File: src/rtl/iomem_gpio_pkg.sv
// Shared GPIO definitions: register offsets, default base address and
// a byte-strobe expansion helper used by the iomem bus decode.
package gpio_pkg;

   localparam logic [7:0] GPIO_BASE_ADDR = 8'h03;

   // Register offsets, taken from iomem_addr[4:2]
   localparam logic [2:0] GPIO_OUT      = 3'd0;
   localparam logic [2:0] GPIO_IN       = 3'd1;
   localparam logic [2:0] GPIO_OE       = 3'd2;
   localparam logic [2:0] GPIO_RISE_EN  = 3'd3;
   localparam logic [2:0] GPIO_FALL_EN  = 3'd4;
   localparam logic [2:0] GPIO_PEND     = 3'd5;
   localparam logic [2:0] GPIO_TOGGLE   = 3'd6;
   localparam logic [2:0] GPIO_RESERVED = 3'd7;

   // Expand the four byte strobes into a 32-bit bit mask
   function automatic logic [31:0] strb_to_mask(input logic [3:0] strb);
      strb_to_mask = {{8{strb[3]}}, {8{strb[2]}}, {8{strb[1]}}, {8{strb[0]}}};
   endfunction

endpackage

File: src/rtl/iomem_gpio_if.sv
// picosoc iomem bus bundle: the CPU side is the master, peripherals are slaves.
interface iomem_gpio_if;

   logic        iomem_valid;
   logic        iomem_ready;
   logic [3:0]  iomem_wstrb;
   logic [31:0] iomem_addr;
   logic [31:0] iomem_wdata;
   logic [31:0] iomem_rdata;

   modport master (
      output iomem_valid,
      output iomem_wstrb,
      output iomem_addr,
      output iomem_wdata,
      input  iomem_ready,
      input  iomem_rdata
   );

   modport slave (
      input  iomem_valid,
      input  iomem_wstrb,
      input  iomem_addr,
      input  iomem_wdata,
      output iomem_ready,
      output iomem_rdata
   );

endinterface

File: src/rtl/iomem_gpio_sync_edge.sv
// Input synchroniser plus edge detector. Stage 0 of the chain takes the raw
// pins; the last stage is the synchronised IN value. A prev register holds IN
// one cycle late so rise/fall are single-cycle pulses, gated by their enables.
module gpio_sync_edge #(
   parameter int WIDTH       = 8,
   parameter int SYNC_STAGES = 2
) (
   input  logic             clk,
   input  logic             resetn,
   input  logic [WIDTH-1:0] i_pins,
   input  logic [WIDTH-1:0] i_rise_en,
   input  logic [WIDTH-1:0] i_fall_en,
   output logic [WIDTH-1:0] o_in,
   output logic [WIDTH-1:0] o_rise,
   output logic [WIDTH-1:0] o_fall
);

   logic [SYNC_STAGES-1:0][WIDTH-1:0] r_sync;
   logic [WIDTH-1:0]                  r_prev;

   // Shift raw pins through the synchroniser and remember last cycle's IN
   always_ff @(posedge clk or negedge resetn) begin
      if (!resetn) begin
         r_sync <= '0;
         r_prev <= '0;
      end else begin
         r_sync <= {r_sync[SYNC_STAGES-2:0], i_pins};
         r_prev <= r_sync[SYNC_STAGES-1];
      end
   end

   assign o_in   = r_sync[SYNC_STAGES-1];
   assign o_rise =  o_in & ~r_prev & i_rise_en;
   assign o_fall = ~o_in &  r_prev & i_fall_en;

endmodule

File: src/rtl/iomem_gpio.sv
// GPIO peripheral on the picosoc iomem bus: OUT/OE/edge-enable registers,
// sticky edge-pending bits with write-1-clear and a level interrupt.
// Every access is acknowledged with a single-cycle registered ready.
module iomem_gpio
   import gpio_pkg::*;
#(
   parameter int               WIDTH       = 8,
   parameter logic [7:0]       BASE_ADDR   = GPIO_BASE_ADDR,
   parameter int               SYNC_STAGES = 2,
   parameter logic [WIDTH-1:0] RESET_OUT   = {WIDTH{1'b0}}
) (
   input  logic             clk,
   input  logic             resetn,
   iomem_gpio_if.slave      bus,
   input  logic [WIDTH-1:0] gpio_in,
   output logic [WIDTH-1:0] gpio_out,
   output logic [WIDTH-1:0] gpio_oe,
   output logic             irq
);

   logic             r_ready;
   logic [31:0]      r_rdata;
   logic [WIDTH-1:0] r_out;
   logic [WIDTH-1:0] r_oe;
   logic [WIDTH-1:0] r_rise_en;
   logic [WIDTH-1:0] r_fall_en;
   logic [WIDTH-1:0] r_pend;

   logic             w_hit;
   logic             w_mapped;
   logic             w_wr;
   logic [2:0]       w_off;
   logic [31:0]      w_mask32;
   logic [WIDTH-1:0] w_wmask;
   logic [WIDTH-1:0] w_wval;
   logic [WIDTH-1:0] w_clr;
   logic [WIDTH-1:0] w_in;
   logic [WIDTH-1:0] w_rise;
   logic [WIDTH-1:0] w_fall;
   logic [WIDTH-1:0] w_rd_field;
   logic [31:0]      w_rd_val;
   logic             w_unused;

   // A new access is taken only when ready is low, so each transfer is 2 cycles
   assign w_hit    = bus.iomem_valid && !r_ready && (bus.iomem_addr[31:24] == BASE_ADDR);
   assign w_off    = bus.iomem_addr[4:2];
   assign w_mapped = (bus.iomem_addr[23:5] == 19'd0) && (w_off != GPIO_RESERVED);
   assign w_wr     = w_hit && w_mapped && (bus.iomem_wstrb != 4'b0000);
   assign w_mask32 = strb_to_mask(bus.iomem_wstrb);
   assign w_wmask  = w_mask32[WIDTH-1:0];
   assign w_wval   = bus.iomem_wdata[WIDTH-1:0] & w_wmask;

   // Byte lanes [1:0] and data bits above WIDTH carry no state
   assign w_unused = &{1'b0, bus.iomem_addr[1:0], bus.iomem_wdata, w_mask32};

   gpio_sync_edge #(
      .WIDTH       (WIDTH),
      .SYNC_STAGES (SYNC_STAGES)
   ) u_sync_edge (
      .clk       (clk),
      .resetn    (resetn),
      .i_pins    (gpio_in),
      .i_rise_en (r_rise_en),
      .i_fall_en (r_fall_en),
      .o_in      (w_in),
      .o_rise    (w_rise),
      .o_fall    (w_fall)
   );

   // Write-1-clear mask for PEND, only on a real write to the PEND offset
   always_comb begin
      w_clr = {WIDTH{1'b0}};
      if (w_wr && (w_off == GPIO_PEND)) begin
         w_clr = w_wval;
      end else begin
         w_clr = {WIDTH{1'b0}};
      end
   end

   // Read mux; unmapped offsets and aliases read as zero
   always_comb begin
      w_rd_field = {WIDTH{1'b0}};
      w_rd_val   = 32'h0000_0000;
      case (w_off)
         GPIO_OUT:     w_rd_field = r_out;
         GPIO_IN:      w_rd_field = w_in;
         GPIO_OE:      w_rd_field = r_oe;
         GPIO_RISE_EN: w_rd_field = r_rise_en;
         GPIO_FALL_EN: w_rd_field = r_fall_en;
         GPIO_PEND:    w_rd_field = r_pend;
         default:      w_rd_field = {WIDTH{1'b0}};
      endcase
      if (!w_mapped) begin
         w_rd_field = {WIDTH{1'b0}};
      end else begin
         w_rd_field = w_rd_field;
      end
      w_rd_val[WIDTH-1:0] = w_rd_field;
   end

   // Bus acknowledge and read data, both captured on the accepting edge
   always_ff @(posedge clk or negedge resetn) begin
      if (!resetn) begin
         r_ready <= 1'b0;
         r_rdata <= 32'h0000_0000;
      end else begin
         r_ready <= w_hit;
         r_rdata <= w_hit ? w_rd_val : 32'h0000_0000;
      end
   end

   // Software-visible configuration registers with per-byte write strobes
   always_ff @(posedge clk or negedge resetn) begin
      if (!resetn) begin
         r_out     <= RESET_OUT;
         r_oe      <= {WIDTH{1'b0}};
         r_rise_en <= {WIDTH{1'b0}};
         r_fall_en <= {WIDTH{1'b0}};
      end else if (w_wr) begin
         case (w_off)
            GPIO_OUT:     r_out     <= (r_out     & ~w_wmask) | w_wval;
            GPIO_TOGGLE:  r_out     <= r_out ^ w_wval;
            GPIO_OE:      r_oe      <= (r_oe      & ~w_wmask) | w_wval;
            GPIO_RISE_EN: r_rise_en <= (r_rise_en & ~w_wmask) | w_wval;
            GPIO_FALL_EN: r_fall_en <= (r_fall_en & ~w_wmask) | w_wval;
            default:      r_out     <= r_out;
         endcase
      end else begin
         r_out <= r_out;
      end
   end

   // Sticky pending bits: a new edge wins over a simultaneous clear
   always_ff @(posedge clk or negedge resetn) begin
      if (!resetn) begin
         r_pend <= {WIDTH{1'b0}};
      end else begin
         r_pend <= (r_pend & ~w_clr) | w_rise | w_fall;
      end
   end

   assign bus.iomem_ready = r_ready;
   assign bus.iomem_rdata = r_rdata;
   assign gpio_out        = r_out;
   assign gpio_oe         = r_oe;
   assign irq             = |r_pend;

endmodule

File: src/flat_wrapper.sv
// flat-port wrapper written by rule: the top's interface ports become plain ports
module iomem_gpio_flat import gpio_pkg::*;
#(
   parameter int               WIDTH       = 8,
   parameter logic [7:0]       BASE_ADDR   = GPIO_BASE_ADDR,
   parameter int               SYNC_STAGES = 2,
   parameter logic [WIDTH-1:0] RESET_OUT   = {WIDTH{1'b0}}
)
  (clk, resetn, gpio_in, gpio_out, gpio_oe, irq, bus_iomem_valid, bus_iomem_wstrb, bus_iomem_addr, bus_iomem_wdata, bus_iomem_ready, bus_iomem_rdata);
  iomem_gpio_if bus_i ();
  input  logic clk;
  input  logic resetn;
  input  logic [WIDTH-1:0] gpio_in;
  output logic [WIDTH-1:0] gpio_out;
  output logic [WIDTH-1:0] gpio_oe;
  output logic irq;
  input wire logic [$bits(bus_i.iomem_valid)-1:0] bus_iomem_valid;
  input wire logic [$bits(bus_i.iomem_wstrb)-1:0] bus_iomem_wstrb;
  input wire logic [$bits(bus_i.iomem_addr)-1:0] bus_iomem_addr;
  input wire logic [$bits(bus_i.iomem_wdata)-1:0] bus_iomem_wdata;
  output wire logic [$bits(bus_i.iomem_ready)-1:0] bus_iomem_ready;
  output wire logic [$bits(bus_i.iomem_rdata)-1:0] bus_iomem_rdata;
  assign bus_i.iomem_valid = bus_iomem_valid;
  assign bus_i.iomem_wstrb = bus_iomem_wstrb;
  assign bus_i.iomem_addr = bus_iomem_addr;
  assign bus_i.iomem_wdata = bus_iomem_wdata;
  assign bus_iomem_ready = bus_i.iomem_ready;
  assign bus_iomem_rdata = bus_i.iomem_rdata;
  iomem_gpio #(.WIDTH(WIDTH), .BASE_ADDR(BASE_ADDR), .SYNC_STAGES(SYNC_STAGES), .RESET_OUT(RESET_OUT)) u_core (.clk(clk), .resetn(resetn), .bus(bus_i), .gpio_in(gpio_in), .gpio_out(gpio_out), .gpio_oe(gpio_oe), .irq(irq));
endmodule
File: config.mk
export PLATFORM = sky130hd
export DESIGN_NAME = iomem_gpio_flat
export DESIGN_NICKNAME = d
export VERILOG_FILES = /design/src/rtl/iomem_gpio_pkg.sv /design/src/rtl/iomem_gpio_if.sv /design/src/rtl/iomem_gpio_sync_edge.sv /design/src/rtl/iomem_gpio.sv /design/src/flat_wrapper.sv
export SDC_FILE = /design/constraint.sdc
export NUM_CORES = 1
export LEC_CHECK = 0
export ABC_AREA = 1
export ABC_CLOCK_PERIOD_IN_PS = 1500
export CAP_MARGIN = 5
export CORE_MARGIN = 2
export CORE_UTILIZATION = 46
export CTS_CLUSTER_SIZE = 12
export DETAILED_ROUTE_END_ITERATION = 10
export PLACE_DENSITY_LB_ADDON = 0.1
export SKIP_LAST_GASP = 1
export SLEW_MARGIN = 20
export SYNTH_ARGS = -nofsm -noshare
export SYNTH_HDL_FRONTEND = slang
export SYNTH_HIERARCHICAL = 1
export SYNTH_SLANG_ARGS = --single-unit
File: constraint.sdc
create_clock -name clk -period 1.5 [get_ports clk]
set_input_delay 0.3 -clock clk [delete_from_list [all_inputs] [get_ports clk]]
set_output_delay 0.3 -clock clk [all_outputs]
set_load 0.01 [all_outputs]
Yosys cells after proc, flatten, opt, wreduce, memory -nomap -nowiden
Index checks and enable logic that the tools add are counted.
Storage, ports and cells
  bits in registers: 97
  input bits: 79
  output and inout port bits: 50
  word-level logic and storage cells: 60
Operators by class
  eq/ne operators: 8
  multiplexer cells: 5
  bitwise logic cells: 21
  reductions and logical operators: 16
Operator list (number)
  $and A8 B8 Y8: 10
  $or A8 B8 Y8: 6
  $pmux W8 S6: 1
  $not A8 Y8: 4
  $mux W8: 3
  $logic_not A19 Y1: 1
  $pmux W8 S2: 1
  $eq A3 B3 Y1 const B: 3
  $eq A8 B2 Y1 const B: 1
  $reduce_and A2 Y1: 4
  $reduce_or A8 Y1: 1
  $xor A8 B8 Y8: 1
  $eq A3 B2 Y1 const B: 2
  $logic_and A1 B1 Y1: 6
  $reduce_bool A4 Y1: 1
  $eq A3 B1 Y1 const B: 1
  $logic_not A3 Y1: 1
  $ne A3 B3 Y1 const B: 1
  $reduce_bool A2 Y1: 1
  $logic_not A1 Y1: 1

Longest topological paths before layout
Gate-level depths: netlist (run 1).
  depth after elaboration: 11
  depth in mapped cells: 10
  gate-level depth less buffers: 8

Modules after synthesis
The synthesis (run 1) kept the hierarchy.
By module, submodules not included
  iomem_gpio: instances 1, cells an instance 402, area each 3044.2 um^2, sequential area each 1226.2 um^2
  gpio_sync_edge: instances 1, cells an instance 64, area each 780.7 um^2, sequential area each 600.6 um^2

Least setup slack after synthesis (run 1)
OpenSTA, ideal clock, no wires.
  path type: input-to-reg
  from: input bus_iomem_addr[4]
  to: register with a tool-made name
  setup time: 118 ps
  arrival time: 1283 ps
  required time: 1382 ps
  slack: 99 ps
  stages: 9
  cell sequence: buf_6 > clkinv_8 > nor2_1 > nor2_2 > nand3_2 > nor2_2 > nand4_1 > nand2_1 > nand2_1
RTL lines
  start: declaration: RTL line flat_wrapper.sv:19  | input wire logic [$bits(bus_i.iomem_addr)-1:0] bus_iomem_addr;

Worst setup path in the final report (run 1)
  from: register u_core.r_pend[6]
  to: output irq
On the way
  word-level cells in the longest chain between the ends: 1
RTL lines
  start: declaration: RTL line iomem_gpio.sv:27  | logic [WIDTH-1:0] r_pend;
  start signal: assignment: RTL line iomem_gpio.sv:136  | r_pend <= {WIDTH{1'b0}};
  start signal: assignment: RTL line iomem_gpio.sv:138  | r_pend <= (r_pend & ~w_clr) | w_rise | w_fall;
  $reduce_or A8 Y1: RTL line iomem_gpio.sv:146  | assign irq = |r_pend;
  end: declaration: RTL line flat_wrapper.sv:16  | output logic irq;
Every way passes these cells.

==> reports/summary.txt, run 1 <==
Worst r2r path cells: 7
Seq cells post-synth: 73
Critical Path Start Type: flop
Initial antenna violation count: 0
Most numerous cell in the Yosys netlist: nand2_1
# diodes: 0
Pleak: 2.78 nW
Initial Util: 0.470
Routed via count: 3757
Std cell rows: 33
Die ar.: 9060 um^2
WL/cell: 15.8 um
Synth cell count leaders: 149 x nand2_1, 73 x dfrtp_1, 60 x nor2_1, 48 x nand4_1, 34 x buf_4
Predominant post-synthesis flop cell: dfrtp_1
Tmin final: 1.68 ns
R2R Setup Slk: 0 ns
Compound-Gate Fraction of Synth Area: 0.0383
GP Congestion: 0.879
Worst path arrival time: 1.38 ns
1st-iter DRT viols: 286
Final setup TNS: -0.196 ns
I/O pins: 129
Critical path fanouts, max: 2
First-pass GRT wire length: 17.4 mm
Highest Clock Rate: 595 MHz
Util after Layout: 0.665
Status: complete, but fails checks
Max Slew Vio Count: 0
Register area share after synthesis: 0.478
Worst Setup End Kind: primary output
Layout cells sized above 1: 0.208
Post-synthesis mux area share: 0
Worst setup path startpoint: u_core/r_pend[6]$_DFF_PN0_
Die Wd: 95.2 um
Syn Area/Cell: 8.21 um^2
Layout area overhead: 41.3%
Nets: 689
Routed vias/inst: 5.22
Clk_lat worst skew: 0.35 ns
Post-synth top area share: 0.478
Final worst path period share: 1.12
Xor and xnor fraction of the mapped netlist area: 0.0183
CTS Buf Count: 9
Final setup viols: 4
Sink Count: 73
Tightest Hold Check Type: reg -> reg
Simple-gate share of the synthesized area: 0.332
Die Y: 95.2 um
Pwr dens: 758 nW/um^2
Kind of critical path: reg -> out
Failing checks: negative setup slack
Core box area: 8130 um^2
Clk slew on worst S/H paths: 0.08 ns
Worst setup margin: -0.182 ns
Crit path capture: irq
Global route total overflow: 0
Syn Inst Count: 466
Ranking of synthesized cells by area: dfrtp_1 48%, nand2_1 15%, nand4_1 7.9%, buf_4 6.7%, nor2_1 5.9%
Worst r2r src: u_core/bus.iomem_ready$_DFF_PN0_
Final WL: 11.4 mm
Distinct cells, synth: 30
Unrepaired setup endpoints after global routing: true
DP Wirelength: 7.56 mm
Overall routing resource usage: 0.261
H-tree depth: 3
Port bufs: 78
Clock Path Buffers: 2
DRC viols: 0
Number of global-route vias before repair: 3493
TritonRoute pass-1 iters: 4
Max cap viols: 0
Ys Warns: 6
Main combinational cell family by area after synthesis: simple AND/OR/NAND/NOR gates
Largest net degree at the start of global routing: 74
Required time of the critical path: 1.20 ns
Worst IR Drop VDD: 0.554 mV
Number of synthesized flops with an enable pin: 0
Root buffer cell: clkbuf_8
Routed Antenna Nets: 0
Post-synthesis adder-cell area fraction: 0
TritonCTS clock tree: done
Ys async rst share: 1.00
Mapped cell area: 3820 um^2
Largest area contributor in the netlist: dfrtp_1
Layout fillers: 722
Hold Vio Cnt, Final: 0
Max Clock Skew: 0.00286 ns
-- layout by cell type (no fill, tap or decap), types with 2 or more instances in the layout --
| master | instances |
|---|---|
| nand2_1 | 139 |
| dfrtp_1 | 73 |
| buf_4 | 65 |
| nor2_1 | 54 |
| nand4_1 | 48 |
| dlygate4sd2_1 | 42 |
| inv_1 | 33 |
| conb_1 | 24 |
| clkdlybuf4s50_1 | 20 |
| o21ai_0 | 12 |
| clkbuf_8 | 11 |
| nand2_2 | 10 |
| clkdlybuf4s15_1 | 8 |
| nor2_2 | 8 |
| nand3_1 | 7 |
| buf_6 | 7 |
| dlymetal6s2s_1 | 5 |
| buf_12 | 4 |
| xnor2_1 | 4 |
| xor2_1 | 4 |
| nor2_4 | 3 |
| a22oi_1 | 3 |
| a32o_1 | 3 |
| buf_16 | 2 |
| nor3_4 | 2 |
| a21oi_1 | 2 |
| nand4_4 | 2 |
-- cells by family (layout without fill, tap and decap cells) --
logic type / count (synthesis) / count (layout)
and+or+nand+nor: 278 / 278
AOI/OAI and AO/OA: 23 / 23
other: 1 / 24
buffers and inverters: 83 / 209
xor gates and xnor gates: 8 / 8
DFF: 73 / 73
-- where the power goes --
part           switching (mW)  internal (mW)
sequential             0.0199           2.00
combinational           0.264          0.213
clock                   0.739          0.860
-- metal layers --
metal,track usage,part of all wire,up-vias
met5,0,0,-
met4,0.118,0.026,0
met3,0.0601,0.10,27
met2,0.403,0.46,198
met1,0.350,0.41,1781
li1,-,-,1751
-- critical path, cell delays in order, from the launching register on --
cell,delay (ns)
dfrtp_1,0.40
nor4_2,0.28
buf_4,0.15
nand2_1,0.04
buf_2,0.15
-- final cells by class --
cell class,instances,area (um^2),area share
repair buffers,157,1460,0.270
flip-flops and latches,73,1830,0.338
inverters,36,150,0.0278
clock inverters,4,51.3,0.00949
well taps,105,131,0.0243
clock buffers,12,155,0.0287
multi-input cells,333,1630,0.302
-- worst min-delay path by stage --
stage | from | to | cells after the start
2_1_floorplan | resetn | asynchronous set/reset pin | 0
6_report | u_core/u_sync_edge/r_sync[2]$_DFF_PN0_ | u_core/u_sync_edge/o_in[2]$_DFF_PN0_ | 0
4_1_cts | u_core/u_sync_edge/r_sync[2]$_DFF_PN0_ | u_core/u_sync_edge/o_in[2]$_DFF_PN0_ | 0
3_3_place_gp | u_core/u_sync_edge/r_sync[6]$_DFF_PN0_ | u_core/u_sync_edge/o_in[6]$_DFF_PN0_ | 0
5_1_grt | u_core/u_sync_edge/r_sync[2]$_DFF_PN0_ | u_core/u_sync_edge/o_in[2]$_DFF_PN0_ | 0
3_5_place_dp | u_core/u_sync_edge/r_sync[2]$_DFF_PN0_ | u_core/u_sync_edge/o_in[2]$_DFF_PN0_ | 0
-- what timing repair did --
item | 4_1_cts | 5_1_grt
buffers inserted | 11 | 1
endpoints found under the hold margin | 73 | 0
pin swaps | 32 | 30
setup endpoints to repair | 72 | 49
gates cloned | 2 | 1
hold buffers | 1 | 0
resized for setup | 71 | 28
-- per-stage QoR --
stage	cell area, um^2	hold slack [ns]	std cells	total power [mW]	setup slack [ns]
final	5410	0.347	720	4.10	-0.182
after global routing	5410	0.362	720	4.28	-0.243
after CTS	5320	0.346	718	4.12	-0.181
after detailed placement	4970	0.336	688	2.54	-0.479
after global placement	4970	0.333	688	2.54	-0.465
after floorplan	3910	0.00441	489	2.29	0.0992
Power figures use the tool's default switching activity.
==> run 2: changes to the inputs <==
--- a/config.mk
+++ b/config.mk
@@ -8,11 +8,10 @@
 export ABC_AREA = 1
 export ABC_CLOCK_PERIOD_IN_PS = 1500
 export CAP_MARGIN = 5
-export CORE_MARGIN = 2
 export CORE_UTILIZATION = 46
 export CTS_CLUSTER_SIZE = 12
 export DETAILED_ROUTE_END_ITERATION = 10
-export PLACE_DENSITY_LB_ADDON = 0.1
+export PLACE_DENSITY = 0.9
 export SKIP_LAST_GASP = 1
 export SLEW_MARGIN = 20
 export SYNTH_ARGS = -nofsm -noshare
==> run 2 against run 1 <==
- the flow still finishes with violations (negative setup slack)
- power shrank 0.99%
- clock power shrank 4%
- global-route usage grew 1.2 points
- highest routed layer unchanged
- critical path type unchanged
- first-iteration DRC count grew 29%
- critical endpoint unchanged
- largest cell class unchanged
- count of clock-buffer cells in the layout is the same
- non-clock buffer count shrank 4
- largest power group unchanged
==> reports/summary.txt, run 2 (same netlist as run 1, synthesis figures left out) <==
M2 GR Usage: 0.462 (+0.0588)
Global route total overflow: 0 (unchanged)
Critical path fanouts, max: 2 (unchanged)
Clk_lat worst skew: 0.35 ns (about the same)
Sw Pwr: 1.02 mW (-0.55%)
Hold Startpoint: u_core/u_sync_edge/r_sync[5]$_DFF_PN0_
Leading cell type in the layout, fill and taps excluded: nand2_1
Unrepaired setup endpoints after global routing: true
GRT Max-Usage Layer: met2
GP Congestion: 0.893 (+1.6%)
Pwr dens: 744 nW/um^2 (-1.8%)
Clk slew on worst S/H paths: 0.07 ns (about the same)
Worst IR Drop VDD: 0.524 mV (-5.5%)
Most frequent cells in the layout: 122 x nand2_1, 73 x dfrtp_1, 54 x buf_4
Met3 Use GR: 0.0740 (+0.0139)
Internal Power: 3.04 mW (-1.1%)
Max cap viols: 0 (unchanged)
Std cell rows: 32 (-3.0%)
H-tree depth: 3 (unchanged)
Overall routing resource usage: 0.273 (+0.0121)
CP cell instances: nor4_2 > nand2_1 > buf_2
Critical Path Start Type: flop
Worst path arrival time: 1.34 ns (-0.04 ns)
DRC viols: 0 (unchanged)
Worst setup margin: -0.139 ns (+0.0424 ns)
Pleak: 2.77 nW (-0.15%)
Sink Count: 73 (unchanged)
CTS Buf Count: 9 (unchanged)
Tmin final: 1.64 ns (-0.0424 ns)
DP Wirelength: 7.61 mm (+0.54%)
Final worst path period share: 1.09 (-0.0283)
Hold Path Depth: 0 (unchanged)
Flop pwr share: 0.498 (+0.005)
Final setup TNS: -0.914 ns (-0.718 ns)
Max Slew Vio Count: 0 (unchanged)
Die Wd: 93.2 um (-2.1%)
Worst Setup End Kind: primary output
Largest net degree at the start of global routing: 42 (-43%)
Failing checks: negative setup slack
Post-placement cell count: 680 (-1.2%)
Non-filler instance count after layout: 713 (-0.97%)
Slowest-stage cell, CP: dfrtp_1
First-pass GRT wire length: 17.8 mm (+2.1%)
Required time of the critical path: 1.20 ns (about the same)
Util after Layout: 0.691 (+0.0262)
Clock Path Buffers: 2 (unchanged)
Layout cells sized above 1: 0.237 (+0.0292)
Initial Util: 0.485 (+0.0147)
Root buffer cell: clkbuf_8
# diodes: 0 (unchanged)
Setup WS pre-CTS: -0.471 ns (+0.00850 ns)
Routed Antenna Nets: 0 (unchanged)
Worst r2r path cells: 7 (unchanged)
WL/cell: 16.9 um (+6.5%)
Die Y: 93.2 um (-2.1%)
Switching Fraction: 0.251 (+0.00110)
Routed vias/inst: 5.55 (+6.3%)
Hold Vio Cnt, Final: 0 (unchanged)
Layout fillers: 599 (-17%)
Seq. cell area: 1830 um^2 (unchanged)
Die ar.: 8680 um^2 (-4.2%)
Layout area overhead: 42.4%
TritonRoute pass-1 iters: 6 (+2)
Worst r2r src: u_core/bus.iomem_ready$_DFF_PN0_
Status: complete, but fails checks
R2R Setup Slk: -0.07 ns (-0.07 ns)
Max Clock Skew: 0.0106 ns (+0.00773 ns)
Tightest Hold Check Type: reg -> reg
TritonCTS clock tree: done
Final WL: 12.0 mm (+5.4%)
Worst Hold Path EP: u_core/u_sync_edge/o_in[5]$_DFF_PN0_
Nets: 685 (-0.58%)
Footprint of the multi-input gates: 1700 um^2 (+4.3%)
Port bufs: 78 (unchanged)
Met1 Resource Use GR: 0.317 (-0.0331)
Routed via count: 3956 (+5.3%)
Combinational power share: 0.123 (+0.006)
Max incr delay on CP: 0.40 ns (about the same)
Final setup viols: 25 (+21)
Number of global-route vias before repair: 3782 (+8.3%)
I/O pins: 129 (unchanged)
Clock Power Share: 0.379 (-0.011)
Highest Clock Rate: 610 MHz (+2.6%)
Kind of critical path: reg -> out
Core box area: 7890 um^2 (-3.0%)
1st-iter DRT viols: 368 (+29%)
Initial antenna violation count: 0 (unchanged)
==> run 2: cell count changes in the layout (fill, tap and decap cells not counted), sizes merged <==
cell           previous run  this run
clkbuf                   14        12
inv                      35        36
clkdlybuf4s15             8         0
dlygate4sd2              42        52
dlymetal6s2s              5         4
clkinv                    3         2
buf                      79        76
==> run 2: cell type report <==
| cell class | instances | area share |
|---|---|---|
| clock buffer | 12 | 0.0266 |
| timing repair buffer | 153 | 0.265 |
| tap | 102 | 0.0234 |
| multi-input combinational | 333 | 0.313 |
| clock inverter | 4 | 0.00942 |
| inverter | 36 | 0.0280 |
| sequential | 73 | 0.335 |
==> run 2: power by group through the flow <==
stage	combinational [mW]	clock, mW	sequential, mW
2_1_floorplan	0.239	0	2.05
3_3_place_gp	0.483	0	2.06
3_5_place_dp	0.494	0	2.06
4_1_cts	0.479	1.55	2.02
5_1_grt	0.539	1.63	2.02
6_report	0.498	1.54	2.02
==> run 2: metrics by stage <==
step                      power (mW)  cell area (um^2)  hold WS [ns]
after floorplan                 2.29              3910       0.00441
after global placement          2.54              4950         0.239
after detailed placement        2.55              4950         0.239
after CTS                       4.05              5350         0.352
after global routing            4.20              5450         0.355
final                           4.05              5450         0.350
==> run 2: how the worst max path moves through the flow <==
stage / startpoint / end / slack [ns] / cells after the start
after floorplan: bus_iomem_addr[4] / flop / 0.1 / 9
after global placement: bus_iomem_addr[29] / flop / -0.44 / 10
after detailed placement: bus_iomem_addr[29] / u_core/r_pend[7]$_DFF_PN0_ / -0.47 / 11
after CTS: u_core/r_pend[3]$_DFF_PN0_ / irq / -0.13 / 3
after global routing: u_core/r_pend[6]$_DFF_PN0_ / irq / -0.16 / 3
final: u_core/r_pend[6]$_DFF_PN0_ / irq / -0.14 / 3
==> run 2: layer usage <==
metal / up-vias / routed length [um]
met3: 55 / 1430
met1: 1861 / 4280
met2: 302 / 5840
li1: 1738 / -
met5: - / 0
met4: 0 / 468
==> run 2: repair_timing <==
action | 4_1_cts | 5_1_grt
gates cloned | 3 | 0
gates resized for setup | 73 | 49
pin swaps | 18 | 25
hold endpoints to repair | 12 | 0
setup endpoints to repair | 67 | 50
buffers inserted | 13 | 2
hold buffers | 1 | 0
==> run 2: critical path, delay by kind of cell, from the launching register on <==
kind                   cells  cell delay, ns
buffers and inverters      1            0.16
AND/OR/NAND/NOR            2            0.45
flip-flops                 1            0.40
==> run 3: changes to the inputs <==
--- a/config.mk
+++ b/config.mk
@@ -11,7 +11,7 @@
 export CORE_UTILIZATION = 46
 export CTS_CLUSTER_SIZE = 12
 export DETAILED_ROUTE_END_ITERATION = 10
-export PLACE_DENSITY = 0.9
+export PLACE_DENSITY = 0.81
 export SKIP_LAST_GASP = 1
 export SLEW_MARGIN = 20
 export SYNTH_ARGS = -nofsm -noshare
==> run 3 against run 2 <==
- the flow still finishes with violations (negative setup slack)
- design area rose by 0.28%
- register-to-register slack worse by 0.07 ns
- worst hold slack gained 0.0050 ns
- power grew 10%
- non-clock buffer count increased by 8
- cell count rose by 1.1%
- combinational power shrank 2%
- clock skew about the same
- first-iteration DRC count is 20% higher
- die area unchanged
- count of clock-buffer cells in the layout fell by 3
- critical path type unchanged
- critical endpoint unchanged
==> reports/summary.txt, run 3 (same netlist as run 1, synthesis figures left out) <==
First-pass GRT wire length: 18.9 mm (+6.1%)
Max incr delay on CP: 0.45 ns (+0.05 ns)
TritonRoute pass-1 iters: 7 (+1)
Sw Pwr: 1.12 mW (+10%)
Initial Util: 0.485 (unchanged)
Final WL: 12.1 mm (+0.51%)
Combinational power share: 0.110 (-0.013)
Port bufs: 78 (unchanged)
Core box area: 7890 um^2 (unchanged)
Max Clock Skew: 0.0110 ns (+0.000364 ns)
Max Slew Vio Count: 0 (unchanged)
Final worst path period share: 1.10 (+0.00720)
Layout cells sized above 1: 0.216 (-0.0208)
Die Wd: 93.2 um (unchanged)
Final setup viols: 36 (+44%)
Highest Clock Rate: 606 MHz (-0.65%)
Nets: 693 (+1.2%)
Clock Path Buffers: 2 (unchanged)
Most frequent cells in the layout: 138 x nand2_1, 73 x dfrtp_1, 67 x buf_4
Critical path fanouts, max: 2 (unchanged)
TritonCTS clock tree: done
Die Y: 93.2 um (unchanged)
Routed vias/inst: 5.47 (-1.4%)
CTS Buf Count: 9 (unchanged)
Number of global-route vias before repair: 3929 (+3.9%)
Std cell rows: 32 (unchanged)
Worst path arrival time: 1.35 ns (about the same)
Global route total overflow: 0 (unchanged)
Clk_lat worst skew: 0.36 ns (about the same)
GP Congestion: 0.902 (+1.0%)
Max cap viols: 0 (unchanged)
Tightest Hold Check Type: reg -> reg
WP buf/inv: 1 (unchanged)
Kind of critical path: reg -> out
Hold Vio Cnt, Final: 0 (unchanged)
Critical Path Start Type: flop
Routed Antenna Nets: 0 (unchanged)
WL/cell: 16.8 um (-0.61%)
Leading cell type in the layout, fill and taps excluded: nand2_1
Overall routing resource usage: 0.289 (+0.0161)
Slowest-stage cell, CP: dfrtp_1
Layout area overhead: 42.8%
Routed via count: 3945 (-0.28%)
Worst IR Drop VDD: 0.667 mV (+27%)
Dpl cell area: 4920 um^2 (-0.66%)
Unrepaired setup endpoints after global routing: true
CP cell instances: nor4_4 > nand2_1 > buf_2
DP Wirelength: 7.31 mm (-3.9%)
Status: complete, but fails checks
Die ar.: 8680 um^2 (unchanged)
Clock Power Share: 0.438 (+0.059)
# diodes: 0 (unchanged)
Root buffer cell: clkbuf_8
Switching Fraction: 0.251 (about the same)
Tmin final: 1.65 ns (+0.0108 ns)
I/O pins: 129 (unchanged)
Worst Setup End Kind: primary output
Util after Layout: 0.693 (+0.00190)
Layout fillers: 580 (-3.2%)
Pleak: 2.81 nW (+1.2%)
Flop pwr share: 0.453 (-0.045)
Pwr dens: 817 nW/um^2 (+9.8%)
Worst setup margin: -0.150 ns (-0.0108 ns)
Fin area: 5460 um^2 (+0.28%)
Internal Power: 3.34 mW (+10%)
Initial antenna violation count: 0 (unchanged)
R2R Setup Slk: -0.14 ns (-0.07 ns)
Sink Count: 73 (unchanged)
Required time of the critical path: 1.20 ns (about the same)
DRC viols: 0 (unchanged)
1st-iter DRT viols: 440 (+20%)
Setup WS pre-CTS: -0.468 ns (+0.00285 ns)
Clk slew on worst S/H paths: 0.08 ns (about the same)
Largest net degree at the start of global routing: 74 (+76%)
Top Family by Delay on Critical Path: flip-flops
Failing checks: negative setup slack
Fin Hold WS: 0.355 ns (+0.00498 ns)
H-tree depth: 3 (unchanged)
==> run 3: changes by cell type in the layout (fill, tap and decap cells not counted), sizes merged, moves of 2 or more <==
cell / before / now
buf: 76 / 84
clkdlybuf4s15: 0 / 2
clkdlybuf4s50: 20 / 22
bufinv: 1 / 3
clkbuf: 12 / 9
dlymetal6s2s: 4 / 1
==> run 3: layer usage <==
metal	vias up	global-route usage	wire length [um]	share of wire
met5	-	0	0	0
met4	0	0.178	628	0.052
met3	60	0.0772	1310	0.11
met2	290	0.461	5700	0.47
met1	1840	0.348	4440	0.37
li1	1755	-	-	-
==> run 3: what timing repair did <==
item | in CTS | in global routing
resized for setup | 74 | 23
setup endpoints to repair | 66 | 49
hold buffers | 1 | 0
endpoints found under the hold margin | 73 | 0
pin swaps | 15 | 32
gates cloned | 3 | 0
buffers inserted | 23 | 7
==> run 3: final timing paths <==
kind | from | end | depth (start not counted)
min reg2reg | u_core/u_sync_edge/r_sync[7]$_DFF_PN0_ | u_core/u_sync_edge/o_in[7]$_DFF_PN0_ | 0
min in group asynchronous | resetn | asynchronous set/reset pin | 3
max | u_core/r_pend[5]$_DFF_PN0_ | irq | 3
max reg2reg | u_core/bus.iomem_ready$_DFF_PN0_ | u_core/r_pend[1]$_DFF_PN0_ | 9
max in group asynchronous | resetn | u_core/u_sync_edge/r_prev[5]$_DFF_PN0_ | 3
min | u_core/u_sync_edge/r_sync[7]$_DFF_PN0_ | u_core/u_sync_edge/o_in[7]$_DFF_PN0_ | 0
==> run 3: worst reg2reg max path, stage by stage, from the launching register on <==
cell and delay (ns):
dfrtp_1 0.40, nor2_2 0.12, buf_4 0.12, nand4_1 0.16, nor2_4 0.21, buf_6 0.14, buf_6 0.10, nand4_1 0.07
nand2_1 0.13, nand2_2 0.09
==> run 3: area by class of cell <==
| class | count | area [um^2] | share of cell area |
|---|---|---|---|
| clock inverters | 7 | 126 | 0.0231 |
| multi-input cells | 333 | 1660 | 0.303 |
| well taps | 102 | 128 | 0.0234 |
| repair buffers | 161 | 1460 | 0.266 |
| clock buffers | 9 | 124 | 0.0227 |
| inverters | 36 | 148 | 0.0270 |
| flip-flops and latches | 73 | 1830 | 0.334 |
==> run 3: power groups by stage <==
stage / sequential [mW] / clock [mW] / combinational (mW)
CTS: 2.02 / 1.96 / 0.471
detailed placement: 2.06 / 0 / 0.477
global placement: 2.06 / 0 / 0.467
floorplan: 2.05 / 0 / 0.239
global route: 2.02 / 2.06 / 0.531
finish: 2.02 / 1.95 / 0.489
==> run 3: stage by stage <==
step | power (mW) | TNS (ns) | cells
floorplan | 2.29 | 0 | 489
global placement | 2.52 | -18.36 | 679
detailed placement | 2.54 | -19.89 | 679
CTS | 4.45 | -1.12 | 720
global route | 4.62 | -6.36 | 721
finish | 4.46 | -2.40 | 721
==> variant, RTL diff (settings of run 1) <==
Register the output `irq`, with the module's reset; this adds one clock of latency there. The other outputs are not delayed to match.
--- a/src/rtl/iomem_gpio.sv
+++ b/src/rtl/iomem_gpio.sv
@@ -145,3 +145,9 @@
    assign gpio_oe         = r_oe;
-   assign irq             = |r_pend;
+   always_ff @(posedge clk or negedge resetn) begin
+      if (!resetn) begin
+         irq <= '0;
+      end else begin
+         irq <= |r_pend;
+      end
+   end
 
Check against the original RTL: not equivalent (a bounded check fails within 4 cycles, from zero or initial values and one cycle with resetn low).
==> variant against run 1 <==
- critical path depth increased by 4
- worst setup slack improved by 0.21 ns
- cell area increased by 0.25%
- sequential cell count increased by 1
- critical path type is now reg2reg
- clock skew increased by 0.0019 ns
- wire length decreased by 7.2%
- non-clock buffer count decreased by 7
- highest routed layer unchanged
- maximum frequency increased by 14%
- synthesized area unchanged
- total power increased by 0.58%
==> variant: results <==
[outcome]
outcome = "finished clean"

[drt]
drt_wl_total_mm = 10.6
drt_iter0_markers = 266
via_per_inst = 5.10
wl_per_cell_um = 15.0
firstDrtPassIters = 5

[clock_network]
ctsResizeCount = 77
cts-root-buf = "clkbuf_8"
holdBufCountCts = 1
cts_post_setup_buffers_inserted = 17
cts_max_level = 3
cts_inserted_buffers = 9
cts_max_path_buffers = 2
insertion_delay_ns = 0.35
clkTransAtPathRegs_ns = 0.08

[yosys]
yosysMostFrequentCell = "nand2_1"
ys_seq_area_share_pct = 48.4
synthArstFlopShare_pct = 100
synth_top_area_share_pct = 48.4
avgSynthCellArea_sq_um = 8.37
yosys-top-cells-area = "dfrtp_1, nand2_1, nand4_1"
synthTopCellsByCount = "nand2_1, dfrtp_1, nor2_1"
synth_flop_cell = "dfrtp_1"
yosys_warnings = 6
synth.lib_cells_used.distinct = 31

[grt]
grt_pass1_wl_mm = 16.7
antenna_found_initial = 0
grt_pass1_vias = 3287
grt_max_degree = 34
grtUsageTotal_pct = 24.5

[finish]
num_antenna_cells = 0
fin_nets = 672
fillers = 710
drive_gt1_share_pct = 21.1

[critical_path]
crit_arrival_ns = 1.71
cp_max_fo = 8

[worst_hold_path]
hold_path.class = "reg2reg"

[timing]
finClkSkew_ns = 0.00473
setup-tns-final_ns = 0

[pwr]
p_int_w = 0.00307
comb-power_w = 0.000482
power_switching_share_pct = 25.5
clkPwrFrac_pct = 38.6
ir_drop_mv = 0.519
power_leakage_nw = 2.79

[placement]
preCtsSetupSlack_ns = -0.622
place_congestion = 0.885
dp_hpwl_mm = 7.42
dpl-instance-area_sq_um = 4920
portBuffers = 78
[variant: cell types whose count changed after synthesis, sizes merged, moves of 5 or more]
cell   before  now
nor2       65   53
inv        35   27
nand2     149  156
a22oi       3    9
a21oi       3    8
nand3       8    3
nand4      50   45
[variant: critical path, stage by stage, from the launching register on]
cell and delay [ns]:
dfrtp_1 0.40, nor2_2 0.11, and2_4 0.16, nand2_4 0.05
nor2_4 0.15, buf_6 0.13, nand4_4 0.16, nand2_1 0.12
nand2_1 0.06
[variant: cell families after synthesis]
family | after synthesis | share of synthesized area, %
other | 1 | 0.0980
buffers and inverters | 76 | 12.5
and+or+nand+nor | 267 | 31.9
xor gates and xnor gates | 8 | 1.83
DFF | 74 | 48.4
AOI/OAI and AO/OA | 31 | 5.27
[variant: layer usage]
layer	GRT usage [%]	routed length, um
met2	39.8	5200
met1	33.1	4470
met4	10.1	211
met3	3.00	697
met5	0	0
[variant: path summary, 6_finish.rpt]
path | to | slack, ns | cells past startpoint | from
hold / removal | u_core/u_sync_edge/o_in[7] | 0.35 | 0 | u_core/u_sync_edge/r_sync[7]
max in group asynchronous | async pin | 0.56 | 3 | resetn
setup reg to reg | flip-flop | 0.03 | 8 | u_core/bus.iomem_ready
min in group asynchronous | u_core/u_sync_edge/o_in[2] | 0.39 | 2 | resetn
setup / recovery | flip-flop | 0.03 | 8 | u_core/bus.iomem_ready
hold reg to reg | u_core/u_sync_edge/o_in[7] | 0.35 | 0 | u_core/u_sync_edge/r_sync[7]
[variant: cell type report]
cell class	instances	area [sq um]	area share (%)
clock inverters	5	61.3	1.13
clock buffers	11	141	2.61
inverters	28	109	2.01
multi-input cells	330	1670	30.8
flip-flops and latches	74	1850	34.2
well taps	105	131	2.42
repair buffers	150	1460	26.9
